## config.mk

```make
export PLATFORM = sky130hd
export DESIGN_NAME = fetch_decode
export DESIGN_NICKNAME = d
export VERILOG_FILES = /design/src/rtl/cpu_pkg.sv /design/src/rtl/rv_alu_decoder.sv /design/src/rtl/fetch_decode.sv
export SDC_FILE = /design/constraint.sdc
export NUM_CORES = 1
export LEC_CHECK = 0
export ABC_AREA = 1
export CAP_MARGIN = 20
export CORE_MARGIN = 10
export CORE_UTILIZATION = 44
export CTS_CLUSTER_SIZE = 25
export DETAILED_ROUTE_END_ITERATION = 12
export GPL_ROUTABILITY_DRIVEN = 1
export PLACE_DENSITY_LB_ADDON = 0.1
export SLEW_MARGIN = 20
export SYNTH_ARGS = -nofsm -noshare
export SYNTH_HDL_FRONTEND = slang
export SYNTH_SLANG_ARGS = --single-unit
export TNS_END_PERCENT = 5
```

## constraint.sdc

```tcl
create_clock -name clk -period 1.9 [get_ports clk]
set_input_delay 0.38 -clock clk [delete_from_list [all_inputs] [get_ports clk]]
set_output_delay 0.38 -clock clk [all_outputs]
set_load 0.02 [all_outputs]
```

## src/rtl/cpu_pkg.sv

```systemverilog
// +----------------------------------------------------------------------------+
// | Module : cpu_pkg                                                          |
// | Brief  : Shared encodings for the fetch/decode stage (ALU ops, opcodes).  |
// | Rev    : 1.0  initial release                                             |
// +----------------------------------------------------------------------------+
`default_nettype none

package cpu_pkg;

  localparam logic [3:0] ALU_ADD  = 4'b0000;
  localparam logic [3:0] ALU_SUB  = 4'b0001;
  localparam logic [3:0] ALU_AND  = 4'b0010;
  localparam logic [3:0] ALU_OR   = 4'b0011;
  localparam logic [3:0] ALU_XOR  = 4'b0100;
  localparam logic [3:0] ALU_SLL  = 4'b0101;
  localparam logic [3:0] ALU_SRL  = 4'b0110;
  localparam logic [3:0] ALU_SRA  = 4'b0111;
  localparam logic [3:0] ALU_SLT  = 4'b1000;
  localparam logic [3:0] ALU_SLTU = 4'b1001;

  localparam logic [6:0] OPC_OP     = 7'b0110011;
  localparam logic [6:0] OPC_OP_IMM = 7'b0010011;

  localparam logic [2:0] F3_ADD_SUB = 3'b000;
  localparam logic [2:0] F3_SLL     = 3'b001;
  localparam logic [2:0] F3_SLT     = 3'b010;
  localparam logic [2:0] F3_SLTU    = 3'b011;
  localparam logic [2:0] F3_XOR     = 3'b100;
  localparam logic [2:0] F3_SRL_SRA = 3'b101;
  localparam logic [2:0] F3_OR      = 3'b110;
  localparam logic [2:0] F3_AND     = 3'b111;

  localparam logic [6:0] F7_BASE = 7'b0000000;
  localparam logic [6:0] F7_ALT  = 7'b0100000;

  typedef enum logic [1:0] {
    FETCH = 2'd0,
    WAIT  = 2'd1,
    OUT   = 2'd2
  } state_t;

  // Operation selected by funct3 when funct7 carries no alternate encoding.
  function automatic logic [3:0] alu_base(input logic [2:0] funct3);
    case (funct3)
      F3_ADD_SUB: alu_base = ALU_ADD;
      F3_SLL:     alu_base = ALU_SLL;
      F3_SLT:     alu_base = ALU_SLT;
      F3_SLTU:    alu_base = ALU_SLTU;
      F3_XOR:     alu_base = ALU_XOR;
      F3_SRL_SRA: alu_base = ALU_SRL;
      F3_OR:      alu_base = ALU_OR;
      default:    alu_base = ALU_AND;
    endcase
  endfunction

endpackage

`default_nettype wire

```

## src/rtl/rv_alu_decoder.sv

```systemverilog
// +----------------------------------------------------------------------------+
// | Module : rv_alu_decoder                                                   |
// | Brief  : Combinational RV32I R/I-type ALU instruction decoder.            |
// | Rev    : 1.0  initial release                                             |
// +----------------------------------------------------------------------------+
`default_nettype none

module rv_alu_decoder
  import cpu_pkg::*;
(
  input  logic [31:0] instr,
  output logic [4:0]  rs1,
  output logic [4:0]  rs2,
  output logic [4:0]  rd,
  output logic [3:0]  alu_control,
  output logic        alu_src_imm,
  output logic [31:0] imm,
  output logic        reg_write,
  output logic        illegal
);

  logic [6:0] w_opcode;
  logic [2:0] w_funct3;
  logic [6:0] w_funct7;
  logic       w_ok;

  assign w_opcode = instr[6:0];
  assign w_funct3 = instr[14:12];
  assign w_funct7 = instr[31:25];

  always_comb begin
    w_ok        = 1'b0;
    rs1         = instr[19:15];
    rd          = instr[11:7];
    rs2         = 5'd0;
    alu_control = ALU_ADD;
    alu_src_imm = 1'b0;
    imm         = 32'd0;
    case (w_opcode)
      OPC_OP: begin
        rs2 = instr[24:20];
        if (w_funct7 == F7_BASE) begin
          w_ok        = 1'b1;
          alu_control = alu_base(w_funct3);
        end else if (w_funct7 == F7_ALT && w_funct3 == F3_ADD_SUB) begin
          w_ok        = 1'b1;
          alu_control = ALU_SUB;
        end else if (w_funct7 == F7_ALT && w_funct3 == F3_SRL_SRA) begin
          w_ok        = 1'b1;
          alu_control = ALU_SRA;
        end
      end
      OPC_OP_IMM: begin
        alu_src_imm = 1'b1;
        alu_control = alu_base(w_funct3);
        // Shift immediates carry only the 5-bit shamt; the upper bits are funct7.
        case (w_funct3)
          F3_SLL: begin
            w_ok = (w_funct7 == F7_BASE);
            imm  = {27'd0, instr[24:20]};
          end
          F3_SRL_SRA: begin
            w_ok = (w_funct7 == F7_BASE) || (w_funct7 == F7_ALT);
            imm  = {27'd0, instr[24:20]};
            if (w_funct7 == F7_ALT) alu_control = ALU_SRA;
          end
          default: begin
            w_ok = 1'b1;
            imm  = {{20{instr[31]}}, instr[31:20]};
          end
        endcase
      end
      default: w_ok = 1'b0;
    endcase
    if (!w_ok) begin
      alu_control = ALU_ADD;
      alu_src_imm = 1'b0;
      imm         = 32'd0;
    end
  end

  assign illegal   = !w_ok;
  assign reg_write = w_ok && (rd != 5'd0);

endmodule

`default_nettype wire

```

## src/rtl/fetch_decode.sv

```systemverilog
// +----------------------------------------------------------------------------+
// | Module : fetch_decode                                                     |
// | Brief  : Multi-cycle fetch + decode stage with PC redirect and squash.    |
// | Rev    : 1.0  initial release                                             |
// +----------------------------------------------------------------------------+
`default_nettype none

module fetch_decode
  import cpu_pkg::*;
#(
  parameter logic [31:0] RESET_PC = 32'h0000_0000
) (
  input  logic        clk,
  input  logic        rst,
  output logic        imem_req_valid,
  input  logic        imem_req_ready,
  output logic [31:0] imem_addr,
  input  logic        imem_rsp_valid,
  input  logic [31:0] imem_rsp_data,
  input  logic        redirect_valid,
  input  logic [31:0] redirect_pc,
  output logic        dec_valid,
  input  logic        dec_ready,
  output logic [31:0] dec_pc,
  output logic [4:0]  rs1,
  output logic [4:0]  rs2,
  output logic [4:0]  rd,
  output logic [3:0]  alu_control,
  output logic        alu_src_imm,
  output logic [31:0] imm,
  output logic        reg_write,
  output logic        illegal
);

  state_t      r_state;
  logic [31:0] r_pc;
  logic        r_drop;
  logic [31:0] w_target;

  logic [4:0]  w_rs1;
  logic [4:0]  w_rs2;
  logic [4:0]  w_rd;
  logic [3:0]  w_alu_control;
  logic        w_alu_src_imm;
  logic [31:0] w_imm;
  logic        w_reg_write;
  logic        w_illegal;

  rv_alu_decoder u_dec (
    .instr       (imem_rsp_data),
    .rs1         (w_rs1),
    .rs2         (w_rs2),
    .rd          (w_rd),
    .alu_control (w_alu_control),
    .alu_src_imm (w_alu_src_imm),
    .imm         (w_imm),
    .reg_write   (w_reg_write),
    .illegal     (w_illegal)
  );

  assign w_target       = {redirect_pc[31:2], 2'b00};
  assign imem_req_valid = (r_state == FETCH) && !redirect_valid && !rst;
  assign imem_addr      = r_pc;

  always_ff @(posedge clk) begin
    if (rst) begin
      r_state     <= FETCH;
      r_pc        <= RESET_PC;
      r_drop      <= 1'b0;
      dec_valid   <= 1'b0;
      dec_pc      <= 32'd0;
      rs1         <= 5'd0;
      rs2         <= 5'd0;
      rd          <= 5'd0;
      alu_control <= 4'd0;
      alu_src_imm <= 1'b0;
      imm         <= 32'd0;
      reg_write   <= 1'b0;
      illegal     <= 1'b0;
    end else begin
      case (r_state)
        FETCH: begin
          if (redirect_valid) begin
            r_pc <= w_target;
          end else if (imem_req_ready) begin
            r_state <= WAIT;
          end
        end
        WAIT: begin
          if (redirect_valid) begin
            // The outstanding response still has to be drained; a coincident one is it.
            r_pc <= w_target;
            if (imem_rsp_valid) begin
              r_drop  <= 1'b0;
              r_state <= FETCH;
            end else begin
              r_drop <= 1'b1;
            end
          end else if (imem_rsp_valid) begin
            if (r_drop) begin
              r_drop  <= 1'b0;
              r_state <= FETCH;
            end else begin
              dec_valid   <= 1'b1;
              dec_pc      <= r_pc;
              rs1         <= w_rs1;
              rs2         <= w_rs2;
              rd          <= w_rd;
              alu_control <= w_alu_control;
              alu_src_imm <= w_alu_src_imm;
              imm         <= w_imm;
              reg_write   <= w_reg_write;
              illegal     <= w_illegal;
              r_state     <= OUT;
            end
          end
        end
        OUT: begin
          if (redirect_valid) begin
            r_pc      <= w_target;
            dec_valid <= 1'b0;
            r_state   <= FETCH;
          end else if (dec_ready) begin
            r_pc      <= r_pc + 32'd4;
            dec_valid <= 1'b0;
            r_state   <= FETCH;
          end
        end
        default: r_state <= FETCH;
      endcase
    end
  end

endmodule

`default_nettype wire

```

==> impl_metrics.json <==
{
  "outcome": "finished, final reports clean",
  "gpl.final_weighted_congestion": 0.909,
  "chipWidth_um": 126,
  "layout_min_cycle_time_ps": 1850,
  "stdcell_area_um2": 7260,
  "io_buffer_count": 183,
  "post_cts_setup_repair_buffer_count": 0,
  "final_cells": 1059,
  "finalSetupViolations": 0,
  "timing.critical_path.required_ps": 1520,
  "r2r_cells": 8,
  "worst-slew-pin-transition_ps": 556,
  "path_delay_family": "buffers and inverters",
  "hold_path.class": "reg2reg",
  "irDropWorstVdd_v": 0.000485,
  "detailroute.via_count": 5469,
  "timing_worst_setup_path_type": "reg2out",
  "placed_cells": 1043,
  "largest_stage_delay_on_the_critical_path_ps": 650,
  "power.density_nw_per_um2": 618,
  "top_level_ports": 190,
  "routed_wire_length_mm": 17.5,
  "gr-total-overflow": 0,
  "route.detailed.vias_per_inst": 5.16,
  "wl_per_cell_um": 16.6,
  "final_hold_viol_count": 0,
  "timing.fmax_mhz": 539,
  "critPathMaxFanout": 5,
  "critPathSlowestCell": "clkdlybuf4s50_1",
  "timing.max_cap.violations": 0,
  "drt_first_pass_iters": 6,
  "synthDominantAreaCellType": "dfxtp_1",
  "placeableCoreArea_um2": 10900,
  "yosys_warnings": 0,
  "grt_pass1_vias": 5387,
  "pin_count_of_the_biggest_net_entering_global_routing": 49,
  "path_clk_slew_ps": 90,
  "place_area_um2": 7020,
  "detail_route.drc_violations": 0,
  "detail_route.iter0.violations": 408,
  "synth_cells": 725,
  "cts.repair.resized": 26,
  "drive_gt1_share_pct": 10.0,
  "clk-insertion-delay-late_ps": 370,
  "antennaDiodeCount": 0,
  "tritoncts_num_sinks": 98,
  "arrival_ps": 1470,
  "synth_cell_type_count": 39,
  "critical_path_depth": 1,
  "area.growth.synth_to_final_pct": 47.4,
  "grt_use_total_pct": 21.3,
  "antenna_found_initial": 0,
  "slew_headroom_pct": 62.9,
  "synth_commonest_cells": "nand2_1 (168), dfxtp_1 (98), nor2_1 (91), a21oi_1 (77), o21ai_0 (73)",
  "netlist_top_cells_area": "dfxtp_1 (40%), nand2_1 (13%), a21oi_1 (7.8%)",
  "cp_cell_sequence": "clkdlybuf4s50_1",
  "hold_path_depth": 2,
  "slew_viol_final": 0,
  "synthMostInstantiatedCell": "nand2_1",
  "global_route_wire_length_before_repair_mm": 28.1,
  "initial_utilization_pct": 45.2,
  "detailed_place_hpwl_mm": 13.4,
  "cts_buffers": 9,
  "core.rowCount": 38,
  "tritoncts": "built",
  "synth_top_area_share_pct": 39.9,
  "startpoint_type": "flop",
  "fin_worst_skew_ps": 5.65,
  "post-route-period-util_pct": 97.6,
  "synth-seq-cells": 98,
  "hold_buffers": 0,
  "die-height_um": 126,
  "synth_sequential_area_ratio_pct": 39.9,
  "grt_setup_unrepaired": "yes",
  "post_synth_instance_area_um2": 4920,
  "clk_path_buf_depth": 2,
  "async_reset_ff_share_pct": 0,
  "synth-edff-count": 0,
  "cp_num_buf_inv": 1,
  "leakagePower_nw": 2.94,
  "route.antenna.remaining_nets": 0,
  "syn-mean-instance-area_um2": 6.79,
  "htree_num_levels": 3,
  "layout.nets": 985,
  "final.setup.tns_ps": 0,
  "die_area_um2": 15800,
  "root_buffer_cell": "clkbuf_8",
  "synth_ff_type": "dfxtp_1",
  "critPathCaptureType": "primary output",
  "filler_cell_count": 1013
}
## layer usage
metal | up-vias | GRT usage (%) | routed length [um] | part of all wire, %
met5 | - | 0 | 0 | 0
met4 | 0 | 7.30 | 367 | 2.1
met3 | 24 | 6.08 | 1350 | 7.7
met2 | 212 | 34.5 | 8110 | 46
met1 | 2489 | 26.5 | 7710 | 44
li1 | 2744 | - | - | -
## stage by stage
step	setup slack (ps)	util, %	hold slack (ps)	power [W]
floorplan	185	-	460	0.00256
detailed placement	-203	64.5	457	0.00297
global placement	-184	64.5	453	0.00295
finish	46.1	66.6	473	0.00449
global route	-8.39	66.6	490	0.00467
CTS	2.82	66.3	471	0.00451
## area by class of cell
class	instances	area (um^2)	area share (%)
Timing Repair Buffer	234	2250	31.0
Multi-Input combinational cell	522	2460	33.9
Clock buffer	12	155	2.14
Tap cell	140	175	2.41
Sequential cell	98	1960	27.1
Inverter	49	184	2.53
Clock inverter	4	73.8	1.02
## final timing paths
| kind | startpoint | end | slack (ps) |
|---|---|---|---|
| worst max-delay path | imem_addr[30] | imem_addr[30] | 50 |
| worst min-delay path | alu_control[0] | alu_control[0] | 470 |
| worst max register to register | imem_addr[11] | imem_addr[13] | 140 |
| worst min register to register | alu_control[0] | alu_control[0] | 470 |
## sequential cells by signal (all words and copies together) (netlist names)
register,count
rd,5
rs2,5
dec_pc,30
r_state,2
alu_src_imm,1
dec_valid,1
rs1,5
alu_control,4
r_drop,1
imm,12
reg_write,1
illegal,1
imem_addr,30
## worst min-delay path, delay by kind of cell (launching register included)
kind               cells  cell delay [ps]
DFF                    1              320
and+or+nand+nor        1               60
AOI/OAI and AO/OA      1               60
## power breakdown
| group | internal, W | switching (W) | total, W | leakage [nW] |
|---|---|---|---|---|
| combinational | 0.000354 | 0.000374 | 0.000728 | 2.03 |
| sequential | 0.00212 | 0.0000699 | 0.00219 | 0.798 |
| clock | 0.000815 | 0.000752 | 0.00157 | 0.117 |
| total | 0.00329 | 0.00120 | 0.00449 | 2.94 |
## cells by family after synthesis
logic type / synth area share, %
flops: 39.9
buf+inv: 10.8
xor+xnor: 0.356
other cells: 0.0762
compound gates: 19.9
simple gates: 28.9
fa+ha+maj: 0.254
## placed cells by master, fill, tap and decap left out, drive strengths merged
cell and count:
o21a 8, ha 1, o31ai 1, o211a 1
nor3 12, a21o 1, a211oi 2, dfxtp 98
xnor2 1, nand3b 2, clkinv 2, o21ai 76
bufinv 2, o2111ai 1, o211ai 5, a31oi 3
nand3 39, xor2 1, conb 4, nand2 169
nand4 13, a21oi 77, nor4 1, buf 52
dlygate4sd2 26, clkdlybuf4s50 148, a22oi 5, nor2 97
or2 2, inv 49, dlymetal6s2s 8, clkbuf 12
No activity file was read; power rests on OpenSTA's default activity.
